### src/rtl/pm_arbiter.sv
// pm_arbiter
// Round-robin arbiter sharing one packet FIFO write port among NUM_FLOWS
// packet-manager flows. Grants are one-cycle pulses issued only when the
// FIFO was ready in the decision cycle. The granted flow's write strobe and
// command bundle are collected two cycles after the decision and forwarded
// to the FIFO through registers. Grant and miss statistics are kept for
// debug readout.
//
// Ports:
//   clk, rst       clock, synchronous active-high reset
//   req, ack       per-flow request / acknowledge (eligible = req & ack)
//   grant          registered one-hot (or zero) grant
//   fifo_wr_ready  FIFO can accept a write (sampled in the decision cycle)
//   flow_wr_en     per-flow write strobes
//   flow_cmd       flattened command bundles, flow k at [k*CMD_W +: CMD_W]
//   fifo_wr_en     registered write strobe to the FIFO
//   fifo_cmd       registered command to the FIFO
//   grant_count    total grants issued (wraps)
//   miss_count     grants not followed by the expected write (wraps)
//   err_spurious   sticky flag: write strobe from an unexpected flow
module pm_arbiter #(
  parameter int NUM_FLOWS = 4,
  parameter int CMD_W     = 131,
  parameter int CNT_W     = 32
) (
  input  logic                       clk,
  input  logic                       rst,
  input  logic [NUM_FLOWS-1:0]       req,
  input  logic [NUM_FLOWS-1:0]       ack,
  output logic [NUM_FLOWS-1:0]       grant,
  input  logic                       fifo_wr_ready,
  input  logic [NUM_FLOWS-1:0]       flow_wr_en,
  input  logic [NUM_FLOWS*CMD_W-1:0] flow_cmd,
  output logic                       fifo_wr_en,
  output logic [CMD_W-1:0]           fifo_cmd,
  output logic [CNT_W-1:0]           grant_count,
  output logic [CNT_W-1:0]           miss_count,
  output logic                       err_spurious
);

  localparam int IDX_W = (NUM_FLOWS > 1) ? $clog2(NUM_FLOWS) : 1;
  localparam logic [IDX_W:0]   NF_L   = (IDX_W+1)'(NUM_FLOWS);
  localparam logic [IDX_W-1:0] LAST_L = IDX_W'(NUM_FLOWS - 1);

  logic [NUM_FLOWS-1:0] grant_r;
  logic [IDX_W-1:0]     ptr_r;
  logic                 g_valid_r;
  logic [IDX_W-1:0]     g_idx_r;
  logic                 w_valid_r;
  logic [IDX_W-1:0]     w_idx_r;
  logic                 fifo_wr_en_r;
  logic [CMD_W-1:0]     fifo_cmd_r;
  logic [CNT_W-1:0]     grant_count_r;
  logic [CNT_W-1:0]     miss_count_r;
  logic                 err_spurious_r;

  logic [NUM_FLOWS-1:0] eligible_s;
  logic                 win_found_s;
  logic [IDX_W-1:0]     win_idx_s;
  logic                 grant_take_s;
  logic [IDX_W-1:0]     ptr_next_s;
  logic [NUM_FLOWS-1:0] grant_next_s;
  logic [NUM_FLOWS-1:0] expect_mask_s;
  logic                 w_hit_s;
  logic                 spurious_s;
  logic [CMD_W-1:0]     cmd_sel_s;

  // The flow currently holding a grant cannot win again in the same cycle.
  assign eligible_s = req & ack & ~grant_r;

  // Round-robin search: first eligible flow at ptr, ptr+1, ... modulo NUM_FLOWS.
  always_comb begin
    logic [IDX_W:0] sum_v;
    logic [IDX_W:0] cand_v;
    logic           take_v;
    win_found_s = 1'b0;
    win_idx_s   = '0;
    sum_v       = '0;
    cand_v      = '0;
    take_v      = 1'b0;
    for (int i = 0; i < NUM_FLOWS; i++) begin
      sum_v = {1'b0, ptr_r} + (IDX_W+1)'(i);
      if (sum_v >= NF_L) begin
        cand_v = sum_v - NF_L;
      end else begin
        cand_v = sum_v;
      end
      take_v      = eligible_s[cand_v[IDX_W-1:0]] & ~win_found_s;
      win_idx_s   = take_v ? cand_v[IDX_W-1:0] : win_idx_s;
      win_found_s = win_found_s | take_v;
    end
  end

  // Grant decision, next pointer and the one-hot grant vector.
  always_comb begin
    grant_take_s = fifo_wr_ready & win_found_s;
    grant_next_s = '0;
    if (win_idx_s == LAST_L) begin
      ptr_next_s = '0;
    end else begin
      ptr_next_s = win_idx_s + IDX_W'(1);
    end
    if (grant_take_s) begin
      grant_next_s[win_idx_s] = 1'b1;
    end else begin
      grant_next_s = '0;
    end
  end

  // Write collection: only the flow tracked in stage W may strobe this cycle.
  always_comb begin
    expect_mask_s = '0;
    if (w_valid_r) begin
      expect_mask_s[w_idx_r] = 1'b1;
    end else begin
      expect_mask_s = '0;
    end
    w_hit_s    = w_valid_r & (flow_wr_en[w_idx_r] == 1'b1);
    spurious_s = |(flow_wr_en & ~expect_mask_s);
    cmd_sel_s  = flow_cmd[w_idx_r*CMD_W +: CMD_W];
  end

  // Arbitration state: grant register, pointer and the G/W tracking pipeline.
  always_ff @(posedge clk) begin
    if (rst) begin
      grant_r   <= '0;
      ptr_r     <= '0;
      g_valid_r <= 1'b0;
      g_idx_r   <= '0;
      w_valid_r <= 1'b0;
      w_idx_r   <= '0;
    end else begin
      grant_r   <= grant_next_s;
      g_valid_r <= grant_take_s;
      g_idx_r   <= win_idx_s;
      w_valid_r <= g_valid_r;
      w_idx_r   <= g_idx_r;
      if (grant_take_s) begin
        ptr_r <= ptr_next_s;
      end else begin
        ptr_r <= ptr_r;
      end
    end
  end

  // FIFO write port: forward the collected strobe, hold the command on a miss.
  always_ff @(posedge clk) begin
    if (rst) begin
      fifo_wr_en_r <= 1'b0;
      fifo_cmd_r   <= '0;
    end else if (w_hit_s) begin
      fifo_wr_en_r <= 1'b1;
      fifo_cmd_r   <= cmd_sel_s;
    end else begin
      fifo_wr_en_r <= 1'b0;
      fifo_cmd_r   <= fifo_cmd_r;
    end
  end

  // Statistics counters and the sticky spurious-write flag.
  always_ff @(posedge clk) begin
    if (rst) begin
      grant_count_r  <= '0;
      miss_count_r   <= '0;
      err_spurious_r <= 1'b0;
    end else begin
      if (grant_take_s) begin
        grant_count_r <= grant_count_r + CNT_W'(1);
      end else begin
        grant_count_r <= grant_count_r;
      end
      if (w_valid_r && !w_hit_s) begin
        miss_count_r <= miss_count_r + CNT_W'(1);
      end else begin
        miss_count_r <= miss_count_r;
      end
      err_spurious_r <= err_spurious_r | spurious_s;
    end
  end

  assign grant        = grant_r;
  assign fifo_wr_en   = fifo_wr_en_r;
  assign fifo_cmd     = fifo_cmd_r;
  assign grant_count  = grant_count_r;
  assign miss_count   = miss_count_r;
  assign err_spurious = err_spurious_r;

endmodule

### config.mk
export PLATFORM = sky130hd
export DESIGN_NAME = pm_arbiter
export DESIGN_NICKNAME = d
export VERILOG_FILES = /design/src/rtl/pm_arbiter.sv
export SDC_FILE = /design/constraint.sdc
export NUM_CORES = 1
export LEC_CHECK = 0
export ABC_AREA = 1
export BUFFER_PORTS_ARGS = -buffer_cell sky130_fd_sc_hd__buf_2
export CAP_MARGIN = 20
export CORE_AREA = 2 2 292 294
export CTS_CLUSTER_DIAMETER = 150
export CTS_CLUSTER_SIZE = 10
export DETAILED_ROUTE_END_ITERATION = 12
export DIE_AREA = 0 0 294 296
export SLEW_MARGIN = 15
export SYNTH_ARGS = -nofsm -noshare
export SYNTH_HDL_FRONTEND = slang
export SYNTH_SLANG_ARGS = --single-unit
### constraint.sdc
create_clock -name clk -period 2.8 [get_ports clk]
set_clock_uncertainty 0.15 [all_clocks]
set_input_delay 0.56 -clock clk [delete_from_list [all_inputs] [get_ports clk]]
set_output_delay 0.56 -clock clk [all_outputs]
set_load 0.02 [all_outputs]
==> flow_metrics.tcl, run 1 <==
set metrics [dict create \
    leakagePower_nw 7.70 \
    reg2reg_slack_ps 410 \
    cp-start-kind "flip-flop" \
    port_buffers 739 \
    crit_required_ps 3130 \
    first_iter_violations 873 \
    wl_per_cell_um 19.1 \
    syn-num-nets 2416 \
    worstSetupEndpointType "flip-flop" \
    drc_errors 0 \
    maxSlewHeadroom_pct 47.1 \
    cts_tree "yes" \
    viasPerCell 4.34 \
    ys_ff_latch 209 \
    critPathMaxStageDelay_ps 430 \
    post-cts-setup-buffer-count 0 \
    pin_count 740 \
    arrival_ps 2720 \
    nNetsFinal 3075 \
    yosysUniqueCellTypes 39 \
    avgSynthCellArea_um2 6.40 \
    ant_nets 0 \
    reg2reg_from "w_idx_r[0]" \
    cpMaxStageDelayCell "dfxtp_4" \
    dp_cells 3594 \
    yosysSeqAreaShare_pct 35.0 \
    die_area_um2 87000 \
    die_w_um 294 \
    first_pass_iters 5 \
    yosys.area.top_type "dfxtp_1" \
    fin_cells 3634 \
    setup_viol_count_final 0 \
    place_area_um2 16700 \
    postSynthCellCount 1871 \
    area_growth_pct 45.3 \
    start_util_pct 14.2 \
    outcome "complete, no violations" \
    dp_slack_ps 259 \
    grt_pass1_vias 14400 \
    reg2reg_depth 9 \
    hp-start "flow_cmd[501]" \
    crit_family "buffers and inverters" \
    fin_crit_sh_pct 85.2 \
    path_common_cell "nand2_1" \
    h-tree-depth 1 \
    synth_warnings 0 \
    worst_pin_slew_ps 793 \
    die_h_um 296 \
    antenna_found_initial 36 \
    num_vias 15800 \
    cts_resized 0 \
    core.rowCount 107 \
    fillers 9635 \
    synth_edf_count 0 \
    layout-drive-gt1-share_pct 32.3 \
    clkLatencyLatePin_ps 570 \
    worstReg2RegEnd "fifo_cmd[46]" \
    fin_ws_ps 413 \
    gp_congestion 0.896 \
    grt_max_degree 153 \
    cap_violations 0 \
    grt_pass1_wl_um 95800 \
    synth_top_area_share_pct 35.0 \
    syn_area_um2 12000 \
    synthArstFlopShare_pct 0 \
    fmax_mhz 419 \
    ys.flop_type "dfxtp_1" \
    synthTopCellsByArea "dfxtp_1 35%, nand2_1 20%, a21oi_1 13%" \
    slew_viol_final 0 \
    cts_buffers 24 \
    period_needed_ps 2390 \
    core_region_area_um2 84200 \
    cts_root_buf "clkbuf_16" \
    cp_cell_sequence "nand2_1 > inv_6 > nand2_1 > nand3_1 > nand2_2 > inv_8 > buf_12 > o21ai_0 > a31oi_1" \
    dp_hpwl_um 54100 \
    rsz0062_at_grt "false" \
    setup_tns_ps 0 \
    ir_drop_mv 0.398 \
    powerDensity_nw_per_um2 578 \
    cts_hold_buf 0 \
    finalPower_mw 10.1 \
    path_buf_inv 3 \
    clock_path_buffers 3 \
    wl_um 69300 \
    holdPathStages 3 \
    final_area_um2 17400 \
    hold_violations 0 \
    hold_end "fifo_cmd[108]" \
    grt_overflow_total 0 \
    track_usage_pct 14.8 \
    crit_fanout 64 \
    clkTransAtPathRegs_ps 70 \
    min_path_type "input port to flip-flop" \
    cts.sinks 209 \
    path_class "flip-flop to flip-flop" \
]
-- flip-flops by register name (all words and copies together) (netlist names) --
name	cells
err_spurious	1
ptr_r	2
fifo_wr_en	1
grant	4
w_idx_r	2
w_valid_r	1
grant_count	32
fifo_cmd	131
g_valid_r	1
miss_count	32
g_idx_r	2
-- synth_stat cells, types with 9 or more instances --
| library cell | instances |
|---|---|
| xor2_1 | 28 |
| a31oi_1 | 132 |
| buf_6 | 9 |
| clkbuf_1 | 72 |
| nand2_1 | 624 |
| o21ai_0 | 98 |
| nand4_1 | 15 |
| buf_1 | 10 |
| inv_1 | 63 |
| nand3_1 | 33 |
| dfxtp_1 | 209 |
| nor2_1 | 86 |
| o21ai_1 | 51 |
| xnor2_1 | 10 |
| buf_2 | 36 |
| nor3_1 | 32 |
| a21oi_1 | 313 |
-- area by class of cell --
| cell class | count | area, um^2 | area share [%] |
|---|---|---|---|
| Multi-Input combinational cell | 1459 | 6880 | 39.6 |
| Clock inverter | 1 | 16.3 | 0.0935 |
| Timing Repair Buffer | 766 | 4010 | 23.1 |
| Clock buffer | 25 | 604 | 3.47 |
| Sequential cell | 209 | 4190 | 24.1 |
| Inverter | 70 | 285 | 1.64 |
| Tap cell | 1090 | 1360 | 7.84 |
| Antenna cell | 14 | 35.0 | 0.201 |
-- power breakdown --
group | leakage, nW | switching [mW] | internal (mW)
Sequential | 1.69 | 0.189 | 3.24
Clock | 0.304 | 1.34 | 1.51
Combinational | 5.70 | 2.53 | 1.24
Total | 7.70 | 4.06 | 5.99
-- cell usage in the layout (no fill, tap or decap), types with 3 or more instances in the layout --
| cell | netlist | layout |
|---|---|---|
| a21oi_1 | 313 | 313 |
| buf_4 | 5 | 18 |
| xnor2_1 | 10 | 10 |
| nand2_1 | 624 | 624 |
| ha_1 | 6 | 6 |
| o21ai_1 | 51 | 51 |
| dfxtp_1 | 209 | 207 |
| clkbuf_16 | 0 | 24 |
| buf_2 | 36 | 739 |
| inv_2 | 5 | 3 |
| nand3_2 | 3 | 3 |
| nand2_2 | 5 | 5 |
| o21ai_0 | 98 | 98 |
| inv_1 | 63 | 62 |
| a21oi_2 | 3 | 3 |
| nor3_1 | 32 | 32 |
| nand4_1 | 15 | 15 |
| xor2_1 | 28 | 28 |
| nor2_1 | 86 | 86 |
| buf_12 | 0 | 9 |
| nand3_1 | 33 | 33 |
| diode_2 | 0 | 14 |
| nand3b_1 | 3 | 3 |
| a31oi_1 | 132 | 132 |
-- cells by family after synthesis --
| family | synth area share, % |
|---|---|
| flip-flops | 35.0 |
| AND/OR/NAND/NOR | 27.3 |
| XOR/XNOR | 2.78 |
| buffers and inverters | 7.52 |
| AO/OA/AOI/OAI | 26.8 |
| adder cells (fa/ha/maj) | 0.627 |
-- worst max-delay path by stage --
stage | depth (start not counted) | slack [ps] | to | from
after floorplan | 13 | 730 | ptr_r[0] | req[1]
after global placement | 14 | 320 | ptr_r[0] | req[1]
after detailed placement | 14 | 260 | ptr_r[0] | req[1]
after CTS | 9 | 380 | fifo_cmd[60] | w_idx_r[0]
after global routing | 9 | 180 | fifo_cmd[43] | w_idx_r[0]
final | 9 | 410 | fifo_cmd[46] | w_idx_r[0]
-- per-stage QoR --
stage	hold WS (ps)	util, %
6_report	103	20.7
5_1_grt	86.0	20.6
4_1_cts	58.9	20.6
3_5_place_dp	302	19.9
3_3_place_gp	300	19.9
2_1_floorplan	238	-
-- worst reg2reg max path, stage by stage (launching register included) --
cell     delay (ps)
dfxtp_4         430
nand2_1         140
inv_6           200
nand2_1         140
nand3_1         120
nand2_2         100
inv_8           310
buf_12          370
o21ai_0         140
a31oi_1         190
-- routing by layer --
metal | part of all wire, % | track usage (%) | vias to the layer above
li1 | - | - | 7653
met1 | 41 | 18.0 | 7243
met2 | 47 | 24.4 | 746
met3 | 8.9 | 4.53 | 120
met4 | 3.1 | 5.38 | 16
met5 | 0.15 | 0 | -
Note: power is estimated with default switching activity, not from simulation.
==> inputs of run 2 (changes only) <==
--- a/config.mk
+++ b/config.mk
@@ -13,6 +13,7 @@
 export CTS_CLUSTER_SIZE = 10
 export DETAILED_ROUTE_END_ITERATION = 12
 export DIE_AREA = 0 0 294 296
+export REMOVE_ABC_BUFFERS = 1
 export SLEW_MARGIN = 15
 export SYNTH_ARGS = -nofsm -noshare
 export SYNTH_HDL_FRONTEND = slang
==> flow_metrics.tcl, run 2 (same netlist as run 1, synthesis figures left out) <==
set metrics [dict create \
    largest_register_ffs 131 \
    area_growth_pct 46.4 \
    reg2reg_slack_ps 450 \
    min_path_type "input port to flip-flop" \
    powerDensity_nw_per_um2 583 \
    arrival_ps 2680 \
    maxSlewHeadroom_pct 39.0 \
    cts_root_buf "clkbuf_16" \
    die_w_um 294 \
    port_buffers 739 \
    cts_tree "yes" \
    core_region_area_um2 84200 \
    fin_ws_ps 446 \
    viasPerCell 4.34 \
    grt_pass1_wl_um 98200 \
    cts_hold_buf 0 \
    crit_required_ps 3130 \
    die_area_um2 87000 \
    setup.worst_path.start "w_idx_r[0]" \
    wl_per_cell_um 19.4 \
    whs_ps 102 \
    cpMaxStageDelayCell "dfxtp_4" \
    fillers 9669 \
    slew_viol_final 0 \
    worst_pin_slew_ps 915 \
    track_usage_pct 15.2 \
    ant_nets 0 \
    crit_end "fifo_cmd[67]" \
    dp_slack_ps 392 \
    reg2reg_from "w_idx_r[0]" \
    num_vias 15800 \
    nNetsFinal 3082 \
    gp_congestion 0.910 \
    wl_um 70600 \
    cts_resized 0 \
    setup_viol_count_final 0 \
    grt_max_degree 133 \
    layout-drive-gt1-share_pct 32.4 \
    most-common-layout-cells "739 x buf_2, 624 x nand2_1, 313 x a21oi_1" \
    fmax_mhz 425 \
    critPathMaxStageDelay_ps 440 \
    clkTransAtPathRegs_ps 70 \
    clock_path_buffers 3 \
    path_class "flip-flop to flip-flop" \
    first_iter_violations 868 \
    reg2reg_depth 9 \
    final_common_cell "buf_2" \
    path_common_cell "nand2_1" \
    core.rowCount 107 \
    grt_pass1_vias 14800 \
    cp-start-kind "flip-flop" \
    cts.sinks 209 \
    start_util_pct 14.2 \
    cp_cell_sequence "nand2_1 > inv_6 > nand2_1 > nand3_1 > nand2_2 > inv_8 > buf_12 > o21ai_0 > a31oi_1" \
    first_pass_iters 7 \
    hold_violations 0 \
    ir_drop_mv 0.383 \
    fin_crit_sh_pct 84.1 \
    cts_buffers 24 \
    outcome "complete, no violations" \
    cap_violations 0 \
    die_h_um 296 \
    dp_hpwl_um 55600 \
    period_needed_ps 2350 \
    leakagePower_nw 7.77 \
    pin_count 740 \
    clkLatencyLatePin_ps 570 \
    grt_overflow_total 0 \
    rsz0062_at_grt "false" \
    antenna_found_initial 52 \
    worstReg2RegEnd "fifo_cmd[67]" \
    h-tree-depth 1 \
    crit_fanout 59 \
    post-cts-setup-buffer-count 0 \
    drc_errors 0 \
    worstSetupEndpointType "flip-flop" \
]
run 2: power by group:
group	internal, mW	switching, mW	total (mW)
clock network	1.56	1.35	2.92
registers	3.24	0.186	3.42
logic	1.28	2.59	3.87
run 2: worst min path at each step:
stage / startpoint / to / slack, ps / depth (start not counted)
floorplan: g_idx_r[0] / w_idx_r[0] / 240 / 2
global placement: g_idx_r[1] / w_idx_r[1] / 240 / 2
detailed placement: g_idx_r[1] / w_idx_r[1] / 240 / 2
CTS: flow_cmd[501] / fifo_cmd[108] / 50 / 3
global route: flow_cmd[409] / fifo_cmd[16] / 80 / 3
finish: flow_cmd[501] / fifo_cmd[108] / 100 / 3
run 2: through the flow:
stage	util (%)	cell area, um^2	total power, mW	TNS, ps	std cells
global route	20.8	17500	10.9	0	3638
finish	20.8	17500	10.2	0	3648
detailed placement	20.0	16800	7.36	0	3601
CTS	20.7	17500	10.3	0	3628
floorplan	-	11300	5.67	-560280	1738
global placement	20.0	16800	7.37	0	3601
run 2: cell type report:
cell class,count,area (um^2),area share (%)
Sequential cell,209,4190,23.9
Multi-Input combinational cell,1459,6880,39.3
Clock buffer,27,633,3.62
Inverter,70,288,1.64
Antenna cell,20,50.0,0.286
Timing Repair Buffer,773,4100,23.4
Tap cell,1090,1360,7.79
run 2: critical path, delay by kind of cell, from the launching register on:
family | cells | cell delay (ps)
buf+inv | 3 | 820
simple gates | 4 | 510
flops | 1 | 440
compound gates | 2 | 290
run 2: per-layer routing:
| layer | wire, um | global-route usage [%] | share of wire (%) |
|---|---|---|---|
| met1 | 28500 | 18.3 | 40 |
| met2 | 32100 | 24.6 | 45 |
| met3 | 7470 | 5.48 | 11 |
| met4 | 2470 | 5.96 | 3.5 |
| met5 | 120 | 0 | 0.17 |
